`src/rtl/vx_ld_gather_pkg.sv`:
```
// rtl/vx_ld_gather_pkg.sv - shared types, widths and lane helpers for the load gather block
package vx_ld_gather_pkg;

    localparam int NW_BITS     = 3;
    localparam int NR_BITS     = 5;
    localparam int NUM_THREADS = 4;
    localparam int DATA_W      = NUM_THREADS * 32;

    // One partially gathered load.
    typedef struct packed {
        logic [NW_BITS-1:0]     wid;
        logic [NR_BITS-1:0]     rd;
        logic [31:0]            pc;
        logic                   wb;
        logic [NUM_THREADS-1:0] tmask;
        logic [DATA_W-1:0]      data;
    } ldg_entry_t;

    // Gather index width: clog2(n), never below 1.
    function automatic int ldg_idx_w(input int n);
        return (n > 1) ? $clog2(n) : 1;
    endfunction

    // Expand a lane mask to a per-bit data mask.
    function automatic logic [DATA_W-1:0] lane_mask(input logic [NUM_THREADS-1:0] m);
        logic [DATA_W-1:0] r;
        r = '0;
        for (int i = 0; i < NUM_THREADS; i++) begin
            r[i*32 +: 32] = {32{m[i]}};
        end
        return r;
    endfunction

    // Lanes in m take new_d, all other lanes keep old_d.
    function automatic logic [DATA_W-1:0] lane_merge(input logic [DATA_W-1:0] old_d,
                                                     input logic [DATA_W-1:0] new_d,
                                                     input logic [NUM_THREADS-1:0] m);
        return (old_d & ~lane_mask(m)) | (new_d & lane_mask(m));
    endfunction

endpackage

```
`src/rtl/vx_ld_gather_if.sv`:
```
// rtl/vx_ld_gather_if.sv - load commit stream interface (fragment in / merged commit out)
// Ports (modports):
//   master: drives valid, wid, tmask, pc, rd, wb, data, eop; receives ready
//   slave : receives valid, wid, tmask, pc, rd, wb, data, eop; drives ready
interface vx_ld_gather_if;
    import vx_ld_gather_pkg::*;

    logic                   valid;
    logic                   ready;
    logic [NW_BITS-1:0]     wid;
    logic [NUM_THREADS-1:0] tmask;
    logic [31:0]            pc;
    logic [NR_BITS-1:0]     rd;
    logic                   wb;
    logic [DATA_W-1:0]      data;
    logic                   eop;

    modport master (output valid, wid, tmask, pc, rd, wb, data, eop, input ready);
    modport slave  (input valid, wid, tmask, pc, rd, wb, data, eop, output ready);
endinterface

```
`src/rtl/vx_ld_gather_entry.sv`:
```
// rtl/vx_ld_gather_entry.sv - one gather slot: storage, {wid,rd} match and lane merge
// Ports:
//   clk, reset   : clock, synchronous active-high reset
//   i_frag       : incoming fragment fields
//   i_alloc      : load a new load from i_frag (unused lanes zeroed)
//   i_upd        : merge i_frag into the stored load
//   i_free       : release the slot
//   o_valid      : slot holds a partial load
//   o_hit        : slot is valid and matches i_frag {wid,rd}
//   o_tmask      : lanes gathered so far
//   o_merged     : stored load merged with i_frag
module vx_ld_gather_entry
    import vx_ld_gather_pkg::*;
(
    input  logic                   clk,
    input  logic                   reset,
    input  ldg_entry_t             i_frag,
    input  logic                   i_alloc,
    input  logic                   i_upd,
    input  logic                   i_free,
    output logic                   o_valid,
    output logic                   o_hit,
    output logic [NUM_THREADS-1:0] o_tmask,
    output ldg_entry_t             o_merged
);

    logic       r_valid;
    ldg_entry_t r_ent;

    assign o_valid = r_valid;
    assign o_tmask = r_ent.tmask;
    assign o_hit   = r_valid && (r_ent.wid == i_frag.wid) && (r_ent.rd == i_frag.rd);

    always_comb begin
        o_merged       = r_ent;
        o_merged.tmask = r_ent.tmask | i_frag.tmask;
        o_merged.data  = lane_merge(r_ent.data, i_frag.data, i_frag.tmask);
    end

    always_ff @(posedge clk) begin
        if (reset) begin
            r_valid <= 1'b0;
            r_ent   <= '0;
        end else if (i_alloc) begin
            r_valid    <= 1'b1;
            r_ent      <= i_frag;
            r_ent.data <= i_frag.data & lane_mask(i_frag.tmask);
        end else if (i_upd) begin
            r_ent.tmask <= o_merged.tmask;
            r_ent.data  <= o_merged.data;
        end else if (i_free) begin
            r_valid <= 1'b0;
        end
    end

endmodule

```
`src/rtl/vx_ld_gather.sv`:
```
// rtl/vx_ld_gather.sv - merges LSU load fragments into one full-warp commit per load
// Ports:
//   clk, reset : clock, synchronous active-high reset
//   in_if      : fragment stream from the LSU (slave)
//   out_if     : merged commit stream to writeback (master), eop always 1
//   full       : every gather slot holds a partial load
module vx_ld_gather
    import vx_ld_gather_pkg::*;
#(
    parameter int CORE_ID     = 0,
    parameter int GATHER_SIZE = 4
) (
    input  logic            clk,
    input  logic            reset,
    vx_ld_gather_if.slave   in_if,
    vx_ld_gather_if.master  out_if,
    output logic            full
);

    localparam int IDX_W = ldg_idx_w(GATHER_SIZE);

    ldg_entry_t             w_frag;
    logic [GATHER_SIZE-1:0] w_valid;
    logic [GATHER_SIZE-1:0] w_hit;
    logic [NUM_THREADS-1:0] w_old_tmask [GATHER_SIZE];
    ldg_entry_t             w_merged    [GATHER_SIZE];
    logic [IDX_W-1:0]       w_hit_idx;
    logic [IDX_W-1:0]       w_free_idx;
    logic                   w_hit_any;
    logic                   w_eop_like;
    logic                   w_out_free;
    logic                   w_fire;
    logic                   w_fire_eop;
    logic                   w_fire_upd;
    logic                   w_fire_alloc;

    logic                   r_out_valid;
    ldg_entry_t             r_out;

    always_comb begin
        w_frag       = '0;
        w_frag.wid   = in_if.wid;
        w_frag.rd    = in_if.rd;
        w_frag.pc    = in_if.pc;
        w_frag.wb    = in_if.wb;
        w_frag.tmask = in_if.tmask;
        w_frag.data  = in_if.data;
    end

    for (genvar g = 0; g < GATHER_SIZE; g++) begin : g_entry
        vx_ld_gather_entry u_entry (
            .clk      (clk),
            .reset    (reset),
            .i_frag   (w_frag),
            .i_alloc  (w_fire_alloc && (w_free_idx == IDX_W'(g))),
            .i_upd    (w_fire_upd && w_hit[g]),
            .i_free   (w_fire_eop && w_hit[g]),
            .o_valid  (w_valid[g]),
            .o_hit    (w_hit[g]),
            .o_tmask  (w_old_tmask[g]),
            .o_merged (w_merged[g])
        );
    end

    // Descending scan so the lowest index wins for the free slot.
    always_comb begin
        w_hit_idx  = '0;
        w_free_idx = '0;
        for (int i = GATHER_SIZE - 1; i >= 0; i--) begin
            if (w_hit[i])
                w_hit_idx = IDX_W'(i);
            if (!w_valid[i])
                w_free_idx = IDX_W'(i);
        end
    end

    assign full       = &w_valid;
    assign w_hit_any  = |w_hit;
    // A no-writeback fragment has nothing to gather, so it commits immediately.
    assign w_eop_like = in_if.eop | ~in_if.wb;
    assign w_out_free = ~r_out_valid | out_if.ready;

    assign in_if.ready = in_if.valid ? (w_eop_like ? w_out_free : (w_hit_any | ~full))
                                     : (w_out_free & ~full);

    assign w_fire       = in_if.valid & in_if.ready;
    assign w_fire_eop   = w_fire & w_eop_like;
    assign w_fire_upd   = w_fire & ~w_eop_like & w_hit_any;
    assign w_fire_alloc = w_fire & ~w_eop_like & ~w_hit_any;

    always_ff @(posedge clk) begin
        if (reset) begin
            r_out_valid <= 1'b0;
            r_out       <= '0;
        end else if (w_fire_eop) begin
            r_out_valid <= 1'b1;
            r_out       <= w_hit_any ? w_merged[w_hit_idx] : w_frag;
        end else if (out_if.ready) begin
            r_out_valid <= 1'b0;
        end
    end

    assign out_if.valid = r_out_valid;
    assign out_if.wid   = r_out.wid;
    assign out_if.rd    = r_out.rd;
    assign out_if.pc    = r_out.pc;
    assign out_if.wb    = r_out.wb;
    assign out_if.tmask = r_out.tmask;
    assign out_if.data  = r_out.data;
    assign out_if.eop   = 1'b1;

    always_ff @(posedge clk) begin
        if (!reset) begin
            assert ($onehot0(w_hit))
                else $error("vx_ld_gather[%0d]: multiple gather hits %b", CORE_ID, w_hit);
            if (w_fire && w_hit_any)
                assert ((w_old_tmask[w_hit_idx] & in_if.tmask) == '0)
                    else $error("vx_ld_gather[%0d]: lane overlap wid=%0d rd=%0d",
                                CORE_ID, in_if.wid, in_if.rd);
        end
    end

endmodule

```
`src/flat_wrapper.sv`:
```
// flat-port wrapper written by rule: the top's interface ports become plain ports
module vx_ld_gather_flat import vx_ld_gather_pkg::*;
#(
    parameter int CORE_ID     = 0,
    parameter int GATHER_SIZE = 4
)
  (clk, reset, full, in_if_valid, in_if_wid, in_if_tmask, in_if_pc, in_if_rd, in_if_wb, in_if_data, in_if_eop, in_if_ready, out_if_valid, out_if_wid, out_if_tmask, out_if_pc, out_if_rd, out_if_wb, out_if_data, out_if_eop, out_if_ready);
  vx_ld_gather_if in_if_i ();
  vx_ld_gather_if out_if_i ();
  input  logic clk;
  input  logic reset;
  output logic full;
  input wire logic [$bits(in_if_i.valid)-1:0] in_if_valid;
  input wire logic [$bits(in_if_i.wid)-1:0] in_if_wid;
  input wire logic [$bits(in_if_i.tmask)-1:0] in_if_tmask;
  input wire logic [$bits(in_if_i.pc)-1:0] in_if_pc;
  input wire logic [$bits(in_if_i.rd)-1:0] in_if_rd;
  input wire logic [$bits(in_if_i.wb)-1:0] in_if_wb;
  input wire logic [$bits(in_if_i.data)-1:0] in_if_data;
  input wire logic [$bits(in_if_i.eop)-1:0] in_if_eop;
  output wire logic [$bits(in_if_i.ready)-1:0] in_if_ready;
  output wire logic [$bits(out_if_i.valid)-1:0] out_if_valid;
  output wire logic [$bits(out_if_i.wid)-1:0] out_if_wid;
  output wire logic [$bits(out_if_i.tmask)-1:0] out_if_tmask;
  output wire logic [$bits(out_if_i.pc)-1:0] out_if_pc;
  output wire logic [$bits(out_if_i.rd)-1:0] out_if_rd;
  output wire logic [$bits(out_if_i.wb)-1:0] out_if_wb;
  output wire logic [$bits(out_if_i.data)-1:0] out_if_data;
  output wire logic [$bits(out_if_i.eop)-1:0] out_if_eop;
  input wire logic [$bits(out_if_i.ready)-1:0] out_if_ready;
  assign in_if_i.valid = in_if_valid;
  assign in_if_i.wid = in_if_wid;
  assign in_if_i.tmask = in_if_tmask;
  assign in_if_i.pc = in_if_pc;
  assign in_if_i.rd = in_if_rd;
  assign in_if_i.wb = in_if_wb;
  assign in_if_i.data = in_if_data;
  assign in_if_i.eop = in_if_eop;
  assign in_if_ready = in_if_i.ready;
  assign out_if_valid = out_if_i.valid;
  assign out_if_wid = out_if_i.wid;
  assign out_if_tmask = out_if_i.tmask;
  assign out_if_pc = out_if_i.pc;
  assign out_if_rd = out_if_i.rd;
  assign out_if_wb = out_if_i.wb;
  assign out_if_data = out_if_i.data;
  assign out_if_eop = out_if_i.eop;
  assign out_if_i.ready = out_if_ready;
  vx_ld_gather #(.CORE_ID(CORE_ID), .GATHER_SIZE(GATHER_SIZE)) u_core (.clk(clk), .reset(reset), .in_if(in_if_i), .out_if(out_if_i), .full(full));
endmodule
```
`config.mk`:
```
export PLATFORM = sky130hd
export DESIGN_NAME = vx_ld_gather_flat
export DESIGN_NICKNAME = d
export VERILOG_FILES = /design/src/rtl/vx_ld_gather_pkg.sv /design/src/rtl/vx_ld_gather_if.sv /design/src/rtl/vx_ld_gather_entry.sv /design/src/rtl/vx_ld_gather.sv /design/src/flat_wrapper.sv
export SDC_FILE = /design/constraint.sdc
export NUM_CORES = 2
export LEC_CHECK = 0
export BUFFER_PORTS_ARGS = -buffer_cell sky130_fd_sc_hd__buf_2
export CORE_MARGIN = 2
export CORE_UTILIZATION = 28
export DETAILED_ROUTE_END_ITERATION = 10
export PLACE_DENSITY = 0.5
export REMOVE_ABC_BUFFERS = 1
export SLEW_MARGIN = 5
export SYNTH_ARGS = -nofsm -noshare
export SYNTH_HDL_FRONTEND = slang
export SYNTH_HIERARCHICAL = 1
export SYNTH_SLANG_ARGS = --single-unit
```
`constraint.sdc`:
```
create_clock -name clk -period 5.6 [get_ports clk]
set_clock_uncertainty 0.1 [all_clocks]
set_input_delay 1.12 -clock clk [delete_from_list [all_inputs] [get_ports clk]]
set_output_delay 1.12 -clock clk [all_outputs]
set_load 0.1 [all_outputs]
```
==> flow_summary.ini <==
[worst_setup_path]
crit_top_cell = buf_2
crit_path_end_kind = output pin
path_buf_inv = 2
crit-reg2reg-launch = u_core/g_entry[0].u_entry/o_merged[172]
crit_cells = 8
critPathSlowestCell = nor3_1
worstReg2RegEnd = u_core/out_if.data[120]
critical-path-top-delay-family = simple AND/OR/NAND/NOR gates
crit_type = in2out
crit_chain = buf_2, xnor2_1, nand4_1, nor3_1, or4_1, o21ai_0, a21oi_1, buf_2
cp-endpoint = in_if_ready
crit_path_start_kind = input pin
rr_worst_depth = 10
arrival_ns = 3.70
required_ns = 4.38
worstPathMaxFanout = 9
r2r_slack_ns = 2.07
max_stage_delay_ns = 0.58
worstSetupStartpoint = in_if_rd[4]

[pwr]
power_leakage_nw = 16.4
clkPwrFrac_pct = 47.0
internal_power_mw = 11.0
swShare_pct = 27.9
p_total_mw = 15.3
p_per_area_nw_per_um2 = 328
p_switching_mw = 4.26
p_seq_share_pct = 41.8
vdd.ir_drop.worst_mv = 0.251
comb_power_share_pct = 11.2

[floorplan]
ios = 355
rows = 140
die-area_um2 = 149000
initial_core_util_pct = 28.2
die_x_um = 387
core_area_um2 = 145000
die_h_um = 387

[drt]
wl_um = 142000
dr.pass1.iters = 5
via_count = 33081
wire_per_inst_um = 23.0
drt_first_iter_violations = 2407
drc_errors = 0
via_per_inst = 5.37
ant_nets = 0

[sta]
setup_ws_ns = 0.681
drv_slew = 0
tns_ns = 0
tightestPinTransition_ns = 1.22
max_freq_mhz = 203
final.period_utilization_pct = 87.8
slew_headroom_pct = 19.0
rsz0062_at_grt = false
period_needed_ns = 4.92
finalHoldViolCount = 0
setup_viol = 0
timing.hold.ws_ns = 0.380

[cts]
postCtsHoldBufs = 0
cts_resized = 0
clkSlewWorstSetupHoldPaths_ns = 0.06
cts_sinks = 870
htreeDepth = 3
clkLatencyLatePin_ns = 0.75
cts_setup_buffers = 0
clock_path_buffers = 3
cts-root-buf = clkbuf_16
cts_tree = done
numCtsBuffers = 106

[layout]
final_util_pct = 32.0
finalNetCount = 4329
drive_gt1_share_pct = 27.5
layout-area-overhead-vs-synth_pct = 13.4

[place]
portBuffers = 353
place_congestion = 0.727
place_ws_ns = 0.827
dp_hpwl_um = 74300

[global_routing]
grtUsageTotal_pct = 18.2
grt_max_degree = 188
grt_pass1_wl_um = 212000
antenna_found_initial = 34
overflow = 0
grt_pass1_vias = 32236

[yosys]
yosys_warnings = 6
syn_area_um2 = 41000
syn-instance-count = 4189
synth_area_per_cell_um2 = 9.78

[worst_hold_path]
whs_path_depth = 2
min_path_type = reg2reg

[outcome]
status = completed

[job]
maxCapViolCount = 0
[power groups by stage]
| stage | sequential, mW | clock (mW) | combinational [mW] |
|---|---|---|---|
| global route | 6.39 | 7.63 | 1.81 |
| floorplan | 7.06 | 0 | 0.539 |
| global placement | 6.51 | 0 | 1.71 |
| finish | 6.38 | 7.17 | 1.71 |
| detailed placement | 6.51 | 0 | 1.72 |
| CTS | 6.38 | 7.40 | 1.72 |
[worst reg2reg max path, cell delays in order (launching register included)]
cell	delay, ns
dfxtp_1	0.33
xnor2_1	0.20
nand4_1	0.17
nor3_1	0.23
buf_4	0.19
or2_4	0.12
buf_4	0.56
buf_12	0.74
a221oi_1	0.24
a2111oi_0	0.41
a221o_1	0.17
[state kept, by name (all words and copies together) (netlist names)]
signal                           count
u_core/g_entry.u_entry/r_ent       512
u_core/out_if.pc                    32
u_core/out_if.valid                  1
u_core/out_if.rd                     5
u_core/out_if.wb                     1
u_core/g_entry.u_entry/o_valid       4
u_core/g_entry.u_entry/o_tmask      16
u_core/g_entry.u_entry/o_merged    164
u_core/out_if.data                 128
u_core/out_if.wid                    3
u_core/out_if.tmask                  4
[per-stage QoR]
step	cells	area [um2]
final	6166	46500
after global routing	6166	46500
after CTS	6160	46500
after detailed placement	5960	42800
after global placement	5960	42800
after floorplan	3611	37700
[worst min-delay path by stage]
stage	startpoint	end	slack, ns
after floorplan	u_core/g_entry[0].u_entry/o_tmask[0]	u_core/g_entry[0].u_entry/o_tmask[0]	0.35
after global placement	u_core/g_entry[1].u_entry/o_tmask[3]	u_core/g_entry[1].u_entry/o_tmask[3]	0.36
after detailed placement	u_core/g_entry[0].u_entry/o_tmask[2]	u_core/g_entry[0].u_entry/o_tmask[2]	0.37
after CTS	u_core/g_entry[2].u_entry/o_tmask[1]	u_core/g_entry[2].u_entry/o_tmask[1]	0.38
after global routing	u_core/g_entry[1].u_entry/o_tmask[1]	u_core/g_entry[1].u_entry/o_tmask[1]	0.41
final	u_core/g_entry[0].u_entry/o_tmask[2]	u_core/g_entry[0].u_entry/o_tmask[2]	0.38
[layout by cell type, fill, tap and decap left out, types with 23 or more instances in the layout]
cell	n
a221oi_1	173
a22oi_1	684
buf_2	348
buf_4	61
clkbuf_1	23
clkbuf_16	106
clkbuf_8	34
dfxtp_1	870
mux2_2	512
mux2i_1	164
nor2_1	696
o22ai_1	172
o31ai_1	172
xnor2_1	32
[routing by layer]
| metal | track usage (%) | wire, um |
|---|---|---|
| met1 | 24.0 | 63900 |
| met2 | 29.5 | 65600 |
| met3 | 3.98 | 8360 |
| met4 | 5.77 | 3700 |
| met5 | 0 | 237 |
[cell type report]
| class | instances | area, um2 |
|---|---|---|
| well taps | 1917 | 2400 |
| clock buffers | 163 | 3210 |
| inverters | 10 | 37.5 |
| repair buffers | 432 | 2630 |
| flip-flops and latches | 870 | 17400 |
| fillers | 15171 | 98900 |
| multi-input cells | 2731 | 20300 |
| diodes | 6 | 15.0 |
| clock inverters | 37 | 453 |
Note: power is estimated with default switching activity, not from simulation.
